## src/rtl/mask_splitter.sv

```systemverilog
// Splits a request mask into the indices of its set bits, lowest first,
// handing out one index per valid/ready handshake.
module mask_splitter #(
    parameter int WIDTH = 32,
    parameter int IDXW  = 5,
    parameter int CNTW  = 6
) (
    input  logic             clk,
    input  logic             rst,
    input  logic             in_valid,
    output logic             in_ready,
    input  logic [WIDTH-1:0] in_mask,
    output logic             out_valid,
    input  logic             out_ready,
    output logic [IDXW-1:0]  out_idx,
    output logic             out_last,
    output logic [CNTW-1:0]  out_cnt,
    output logic             zero_drop
);

    typedef enum logic {
        IDLE,
        SCAN
    } state_t;

    state_t           state;
    logic [WIDTH-1:0] rem;
    logic [WIDTH-1:0] rem_clr;

    assign in_ready  = (state == IDLE);
    assign out_valid = (state == SCAN);

    // Clearing the lowest set bit of rem yields the remaining work after a beat.
    assign rem_clr  = rem & (rem - WIDTH'(1));
    assign out_last = (rem != '0) && (rem_clr == '0);

    // NOTE: default assignment first so the encoder cannot infer a latch.
    always_comb begin
        out_idx = '0;
        for (int i = WIDTH - 1; i >= 0; i--) begin
            if (rem[i]) begin
                out_idx = IDXW'(i);
            end
        end
    end

    // NOTE: all state uses non-blocking assignments so every register
    // samples the pre-edge values and update order does not matter.
    always_ff @(posedge clk) begin
        if (rst) begin
            state     <= IDLE;
            rem       <= '0;
            out_cnt   <= '0;
            zero_drop <= 1'b0;
        end else begin
            zero_drop <= 1'b0;
            case (state)
                IDLE: begin
                    if (in_valid) begin
                        if (in_mask != '0) begin
                            rem     <= in_mask;
                            out_cnt <= '0;
                            state   <= SCAN;
                        end else begin
                            zero_drop <= 1'b1;
                        end
                    end
                end
                SCAN: begin
                    if (out_ready) begin
                        rem     <= rem_clr;
                        out_cnt <= out_cnt + CNTW'(1);
                        if (out_last) begin
                            state <= IDLE;
                        end
                    end
                end
                default: state <= IDLE;
            endcase
        end
    end

endmodule

```

## config.mk

```make
export PLATFORM = sky130hd
export DESIGN_NAME = mask_splitter
export DESIGN_NICKNAME = d
export VERILOG_FILES = /design/src/rtl/mask_splitter.sv
export SDC_FILE = /design/constraint.sdc
export NUM_CORES = 1
export LEC_CHECK = 0
export ABC_AREA = 1
export CORE_AREA = 3 3 85 87
export CTS_CLUSTER_DIAMETER = 60
export DETAILED_ROUTE_END_ITERATION = 8
export DIE_AREA = 0 0 88 90
export HOLD_SLACK_MARGIN = 0.1
export PLACE_DENSITY = 0.72
export REMOVE_ABC_BUFFERS = 1
export SYNTH_ARGS = -nofsm -noshare
export SYNTH_HDL_FRONTEND = slang
export SYNTH_SLANG_ARGS = --single-unit
```

## constraint.sdc

```tcl
create_clock -name clk -period 2.6 [get_ports clk]
set_input_delay 0.65 -clock clk [delete_from_list [all_inputs] [get_ports clk]]
set_output_delay 0.65 -clock clk [all_outputs]
set_load 0.01 [all_outputs]
```

==> results of run 1 <==
==> cells in the mapped netlist, types with 2 or more instances <==
cell type,number,area [µm²]
dfxtp_1,40,801
a221oi_1,5,43.8
o21a_1,2,15.0
nor3_1,5,25.0
o21ai_0,35,175
nand4_1,7,43.8
and3_1,2,12.5
nor2_2,3,18.8
nand2_2,2,12.5
nand3_1,11,55.1
nor3_4,2,32.5
a31oi_1,11,68.8
clkbuf_1,13,48.8
nand2_1,93,349
nor2_1,46,173
or2_2,3,18.8
a211oi_1,7,52.6
nor4_1,10,62.6
nor2_4,2,22.5
nor3b_1,2,15.0
buf_1,2,7.51
a21oi_1,47,235
inv_1,57,214
==> critical path, delay by kind of cell (launching register included) <==
family                 cells  cell delay [ns]
AOI/OAI and AO/OA          1             0.11
DFF                        1             0.34
buffers and inverters      1             0.16
and+or+nand+nor           12             1.76
==> metal layers <==
| metal | up-vias | GRT usage (%) | wire (µm) |
|---|---|---|---|
| li1 | 1755 | - | - |
| met1 | 1678 | 29.6 | 4110 |
| met2 | 133 | 39.6 | 4880 |
| met3 | 18 | 2.56 | 458 |
| met4 | 0 | 6.65 | 191 |
| met5 | - | 0 | 0 |
==> repair_timing <==
item / in CTS / in global routing
buffers inserted: 1 / 12
gates resized for setup: 40 / 53
pin swaps: 11 / 19
setup endpoints to repair: 42 / 42
==> placed cells by master (no fill, tap or decap), drive strengths merged <==
cell type and instances:
o31ai 1, ha 1, clkbuf 7, o21a 2, nand3 11, inv 57
nor3b 2, bufinv 1, a41oi 1, o41ai 1, nand4 8, nor2 51
clkinv 2, clkdlybuf4s50 42, a211oi 7, nand2 96, buf 144, a21oi 47
dlymetal6s2s 2, a221oi 5, nor3 7, or2 3, nor4 11, and3 2
a31oi 11, o21ai 35, clkinvlp 1, dfxtp 40
==> worst min-delay path by stage <==
stage / startpoint / endpoint / slack, ns / cells past startpoint
after floorplan: rem[31]$_SDFFE_PP0P_ / rem[31]$_SDFFE_PP0P_ / 0.47 / 2
after CTS: out_cnt[1]$_SDFFE_PP0P_ / out_cnt[1]$_SDFFE_PP0P_ / 0.52 / 2
after detailed placement: out_cnt[1]$_SDFFE_PP0P_ / out_cnt[1]$_SDFFE_PP0P_ / 0.50 / 2
after global placement: out_cnt[1]$_SDFFE_PP0P_ / out_cnt[1]$_SDFFE_PP0P_ / 0.49 / 2
after global routing: rem[4]$_SDFFE_PP0P_ / rem[4]$_SDFFE_PP0P_ / 0.55 / 2
final: out_cnt[1]$_SDFFE_PP0P_ / out_cnt[1]$_SDFFE_PP0P_ / 0.51 / 2
==> logic make-up after synthesis <==
| family | Yosys count |
|---|---|
| AO/OA/AOI/OAI | 110 |
| adder cells (fa/ha/maj) | 1 |
| buffers and inverters | 74 |
| flip-flops | 40 |
| AND/OR/NAND/NOR | 191 |
==> per-stage QoR <==
stage	utilization [%]	hold slack [ns]	cells	cell area, µm²	setup TNS, ns
after floorplan	-	0.466	400	2520	-24.33
after global placement	63.7	0.490	655	4090	-13.24
after detailed placement	63.7	0.504	655	4090	-15.67
after CTS	66.2	0.517	664	4250	-1.23
after global routing	69.9	0.553	675	4490	-2.19
final	69.9	0.507	675	4490	-1.39
==> power groups by stage <==
stage | registers, mW | clock network, mW | logic, mW
finish | 0.707 | 0.528 | 1.04
CTS | 0.702 | 0.527 | 0.924
detailed placement | 0.714 | 0 | 0.905
global placement | 0.711 | 0 | 0.885
global route | 0.713 | 0.554 | 1.13
floorplan | 0.730 | 0 | 0.386
==> state kept, by name, summed over array words and instances, names as in the netlist <==
name	count
out_cnt	6
out_valid	1
rem	32
zero_drop	1
==> layout make-up <==
cell class	instances	area (µm²)
Clock inverter	3	42.5
Inverter	58	220
Fill cell	510	1930
Sequential cell	40	807
Multi-Input combinational cell	302	1690
Tap cell	77	96.3
Clock buffer	5	68.8
Timing Repair Buffer	190	1560
==> impl_metrics.csv, run 1 <==
group,metric,value,unit
power_and_ir_drop,power.total,2.28,mW
worst_setup_path,critPathMaxStageDelay,0.34,ns
drt,drc,0,
worst_setup_path,path_common_cell,"nor2_4",
layout,area_growth,73.7,%
die,ios,51,
sta,drv_slew,0,
placed_design,dp.final_hpwl,6680,µm
synth,synth-compound-area-share,23.8,%
worst_setup_path,rr_endpoint,"out_valid$_SDFF_PP0_",
worst_setup_path,critPathLaunch,"rem[0]$_SDFFE_PP0P_",
worst_setup_path,cp-start-kind,"flop",
synth,yosysWarningCount,0,
worst_setup_path,ff2ff_setup_slack,0,ns
synth,syn_inst,416,
drt,viasPerCell,5.31,
power_and_ir_drop,p_sw_share,35.8,%
worst_setup_path,critPathCaptureType,"output pin",
drt,drt-pass1-iter-count,7,
sta,setup_viol,4,
synth,synthXorXnorAreaFrac,0,%
clock_network,cts_tree,"built",
clock_network,cts.sinks,40,
layout,fin_nets,634,
power_and_ir_drop,peakVddDrop,306,µV
worst_setup_path,cp_cell_sequence,"nor2_4 -> nand2_2 -> nor2_4 -> nand2_4 -> nor3_4 -> nand2_2 -> nor3_4 -> nand4_2 -> nor2_4 -> a31oi_4 -> nor4_2 -> nand4_1 -> nor2_2 -> buf_2",
die,std_cell_rows,29,
sta,worst_slew_pin_slew,0.501,ns
grt,grt_pass1_wl,15000,µm
drt,drt-total-wl,9640,µm
grt,grt_max_degree,42,
power_and_ir_drop,p_leak,2.09,nW
synth,ys.flop_type,"dfxtp_1",
clock_network,cts_hold_buffers,0,
power_and_ir_drop,seqPwrFrac,31.1,%
drt,routedWlPerCell,14.3,µm
placed_design,gp_congestion,0.918,
synth,syn_avg_cell_area,6.21,µm²
power_and_ir_drop,p_int,1.46,mW
synth,synth_edf_count,0,
synth,ys_ff_latch,40,
power_and_ir_drop,p_comb_share,45.7,%
worst_setup_path,critical_path_class,"reg -> out",
synth,yosys.area_share.simple,33.9,%
synth,synthMuxAreaShare,0,%
die,coreArea,6420,µm²
clock_network,ctsLongestPathBuffers,2,
synth,seq_area_frac_synth,31.0,%
sta,fin_skew,0.00588,ns
grt,antenna_found_initial,0,
die,die_h,90,µm
synth,synth_adder_area_share,0.484,%
sta,worst_slack,-0.714,ns
synth,synthesis.area,2580,µm²
synth,async_flop_share,0,%
worst_setup_path,r2r-start,"rem[0]$_SDFFE_PP0P_",
grt,first_global_vias,3431,
run,maxCapViolations,0,
worst_setup_path,path_max_fanout,5,
power_and_ir_drop,netSwitchingPower,816,µW
synth,synth_top_family_by_area,"simple AND/OR/NAND/NOR gates",
grt,grt.overflow.total,0,
worst_setup_path,required,1.95,ns
placed_design,place_ws,-0.849,ns
sta,relSlewSlack,66.6,%
synth,yosysUniqueCellTypes,32,
clock_network,clk_root_buffer_cell,"clkbuf_8",
worst_setup_path,arrival,2.66,ns
outcome,violations,"negative setup slack",
die,die-area,7920,µm²
drt,vias,3584,
worst_setup_path,crit_end,"out_last",
drt,initialDrtViolationCount,320,
layout,drive_gt1_share,36.0,%
sta,grt_setup_unrepaired,"yes",
placed_design,place.port_buffers,50,
power_and_ir_drop,clock_power_share,23.2,%
clock_network,cts_buffers,5,
clock_network,clkSlewWorstSetupHoldPaths,0.09,ns
sta,fmax,0.302,GHz
sta,finalHoldViolations,0,
clock_network,clock_latency,0.29,ns
outcome,status,"finished with violations",
die,start_util,40.2,%
hold_path,hold_path.class,"reg -> reg",
layout,diodes,0,
power_and_ir_drop,power.density,507,nW/µm²
drt,drtAntennaViolNets,0,
sta,fin_crit_sh,127,%
sta,fin_crit,3.31,ns
clock_network,htreeDepth,2,
worst_setup_path,rr_worst_depth,17,
die,fp.dieW,88,µm
worst_setup_path,cp_slowest_cell,"dfxtp_2",
grt,grt_usage,23.0,%
(Power assumes the default switching activity.)
==> inputs of run 2 (changes only) <==
PLACE_DENSITY = 0.65   (was 0.72)
==> run 2 against run 1 <==
- the run still ends with negative setup slack left
- global-route usage decreased by 0.84 points
- total power decreased by 2.4%
- register-to-register slack improved by 0.21 ns
- worst hold slack improved by 0.0050 ns
- via count decreased by 5.6%
- sequential power about the same
- design area decreased by 2.2%
- critical path depth unchanged
- worst setup slack improved by 0.11 ns
- critical path type unchanged
- largest power group unchanged
==> impl_metrics.csv, run 2 (synthesis gave the netlist of run 1 again) <==
group,metric,value,unit
outcome,status,"finished with violations",
outcome,violations,"negative setup slack",
layout,fin_nets,626,
layout,diodes,0,
sta,fmax,0.312,GHz
power_and_ir_drop,netSwitchingPower,774,µW
grt,grt.overflow.total,0,
worst_setup_path,rr_endpoint,"out_valid$_SDFF_PP0_",
clock_network,clock_latency,0.30,ns
drt,drtAntennaViolNets,0,
worst_setup_path,cp-start-kind,"flop",
power_and_ir_drop,seqPwrFrac,31.8,%
grt,grt_max_degree,42,
worst_setup_path,cp_cell_sequence,"nor2_4 -> nand2_2 -> nor2_4 -> nand2_4 -> nor3_4 -> nand2_2 -> nor3_4 -> nand4_2 -> nor2_4 -> a31oi_4 -> nor4_2 -> nand4_1 -> nor2_2 -> buf_2",
worst_setup_path,path_buf_inv,1,
drt,initialDrtViolationCount,138,
grt,antenna_found_initial,0,
worst_setup_path,arrival,2.56,ns
worst_setup_path,critical_path_depth,14,
clock_network,clkSlewWorstSetupHoldPaths,0.09,ns
layout,multi_input_area,1660,µm²
power_and_ir_drop,p_sw_share,34.8,%
worst_setup_path,r2r-start,"rem[1]$_SDFFE_PP0P_",
layout,reg.largest.list,"rem (32), out_cnt (6)",
clock_network,htreeDepth,2,
power_and_ir_drop,p_int,1.45,mW
die,die-area,7920,µm²
power_and_ir_drop,clock_power_share,23.9,%
drt,drc,0,
sta,worst_slack,-0.605,ns
hold_path,hold_path.class,"reg -> reg",
placed_design,dp.final_hpwl,6410,µm
sta,grt_setup_unrepaired,"yes",
die,ios,51,
drt,routedWlPerCell,13.0,µm
sta,fin_crit,3.21,ns
worst_setup_path,ff2ff_setup_slack,0.21,ns
clock_network,cts_tree,"built",
worst_setup_path,critical_path_class,"reg -> out",
sta,setup_viol,3,
grt,grt_pass1_wl,14300,µm
layout,area_growth,69.8,%
worst_setup_path,path_max_fanout,5,
worst_setup_path,cp_slowest_cell,"dfxtp_2",
layout,largest_reg_flops,32,
placed_design,gp_congestion,0.958,
layout,regMostFlops,"rem",
worst_setup_path,rr_worst_depth,16,
layout,final_cell_mix,"buf_4, nand2_1, inv_1",
worst_setup_path,critPathMaxStageDelay,0.34,ns
sta,worst_slew_pin_slew,0.501,ns
worst_setup_path,required,1.95,ns
worst_setup_path,cp_top_family,"simple AND/OR/NAND/NOR gates",
power_and_ir_drop,power.density,506,nW/µm²
die,coreArea,6420,µm²
worst_setup_path,critPathCaptureType,"output pin",
die,die_h,90,µm
die,fp.dieW,88,µm
sta,relSlewSlack,66.6,%
grt,grt_usage,22.1,%
sta,drv_slew,0,
die,std_cell_rows,29,
layout,seqCellArea,806,µm²
drt,drt-pass1-iter-count,5,
placed_design,place.port_buffers,50,
drt,vias,3382,
power_and_ir_drop,p_comb_share,44.3,%
sta,fin_skew,0.00348,ns
layout,n_fill_cell,565,
placed_design,place_ws,-0.725,ns
clock_network,cts.sinks,40,
worst_setup_path,critPathLaunch,"rem[1]$_SDFFE_PP0P_",
layout,final_common_cell,"buf_4",
clock_network,ctsLongestPathBuffers,2,
clock_network,cts_buffers,5,
clock_network,clk_root_buffer_cell,"clkbuf_8",
sta,fin_worst_hold_slack,0.512,ns
run,maxCapViolations,0,
die,start_util,40.2,%
sta,finalHoldViolations,0,
sta,fin_tns_setup,-1.09,ns
worst_setup_path,crit_end,"out_last",
grt,first_global_vias,3161,
power_and_ir_drop,p_leak,2.04,nW
hold_path,hold_path_depth,2,
worst_setup_path,path_common_cell,"nor2_4",
drt,viasPerCell,5.07,
sta,fin_crit_sh,123,%
drt,drt-total-wl,8680,µm
power_and_ir_drop,peakVddDrop,330,µV
layout,drive_gt1_share,33.9,%
## run 2: power groups by stage
stage / Combinational [mW] / Clock (mW) / Sequential (mW)
6_report: 0.984 / 0.531 / 0.707
3_3_place_gp: 0.884 / 0 / 0.711
2_1_floorplan: 0.386 / 0 / 0.730
4_1_cts: 0.917 / 0.540 / 0.702
5_1_grt: 1.08 / 0.560 / 0.714
3_5_place_dp: 0.894 / 0 / 0.714
## run 2: metal layers
metal	part of all wire (%)	global-route usage [%]	routed length (µm)
met3	5.6	4.39	482
met2	48	37.6	4190
met1	45	29.1	3930
met4	0.89	3.58	77
met5	0	0	0
## run 2: timing repair
item                       in CTS  in global routing
buffers inserted                4                  3
pin swaps                      16                 17
gates resized for setup        34                 43
hold buffers                    0                  0
setup endpoints to repair      41                 35
## run 2: cell type report
class                   count  share of cell area [%]
clock buffers               5                    1.57
inverters                  58                    4.96
clock inverters             3                    1.05
well taps                  77                    2.19
repair buffers            182                    34.0
flip-flops and latches     40                    18.4
multi-input cells         302                    37.9
## run 2: worst min-delay path by stage
stage	from	endpoint	slack [ns]
final	out_cnt[1]$_SDFFE_PP0P_	out_cnt[1]$_SDFFE_PP0P_	0.51
after global routing	out_cnt[1]$_SDFFE_PP0P_	out_cnt[1]$_SDFFE_PP0P_	0.54
after CTS	out_cnt[1]$_SDFFE_PP0P_	out_cnt[1]$_SDFFE_PP0P_	0.52
after detailed placement	out_cnt[1]$_SDFFE_PP0P_	out_cnt[1]$_SDFFE_PP0P_	0.50
after global placement	out_cnt[1]$_SDFFE_PP0P_	out_cnt[1]$_SDFFE_PP0P_	0.49
after floorplan	rem[31]$_SDFFE_PP0P_	rem[31]$_SDFFE_PP0P_	0.47
## run 2: through the flow
stage | cells | total power, mW | utilization (%) | area (µm²)
6_report | 667 | 2.22 | 68.3 | 4390
5_1_grt | 667 | 2.35 | 68.3 | 4390
4_1_cts | 664 | 2.16 | 66.2 | 4250
3_5_place_dp | 652 | 1.61 | 63.4 | 4070
3_3_place_gp | 652 | 1.60 | 63.4 | 4070
2_1_floorplan | 400 | 1.12 | - | 2520
## run 2: worst register-to-register path, stage by stage (launching register included)
cell,delay [ns]
dfxtp_2,0.34
nor2_4,0.11
nand2_2,0.07
nor2_4,0.11
nand2_4,0.07
nor3_4,0.14
nand2_2,0.10
nor3_4,0.18
nand4_2,0.15
nor2_4,0.20
a31oi_4,0.11
nor4_2,0.21
nand4_1,0.13
nor2_2,0.18
nand2_1,0.07
nand2_1,0.06
a21oi_1,0.05
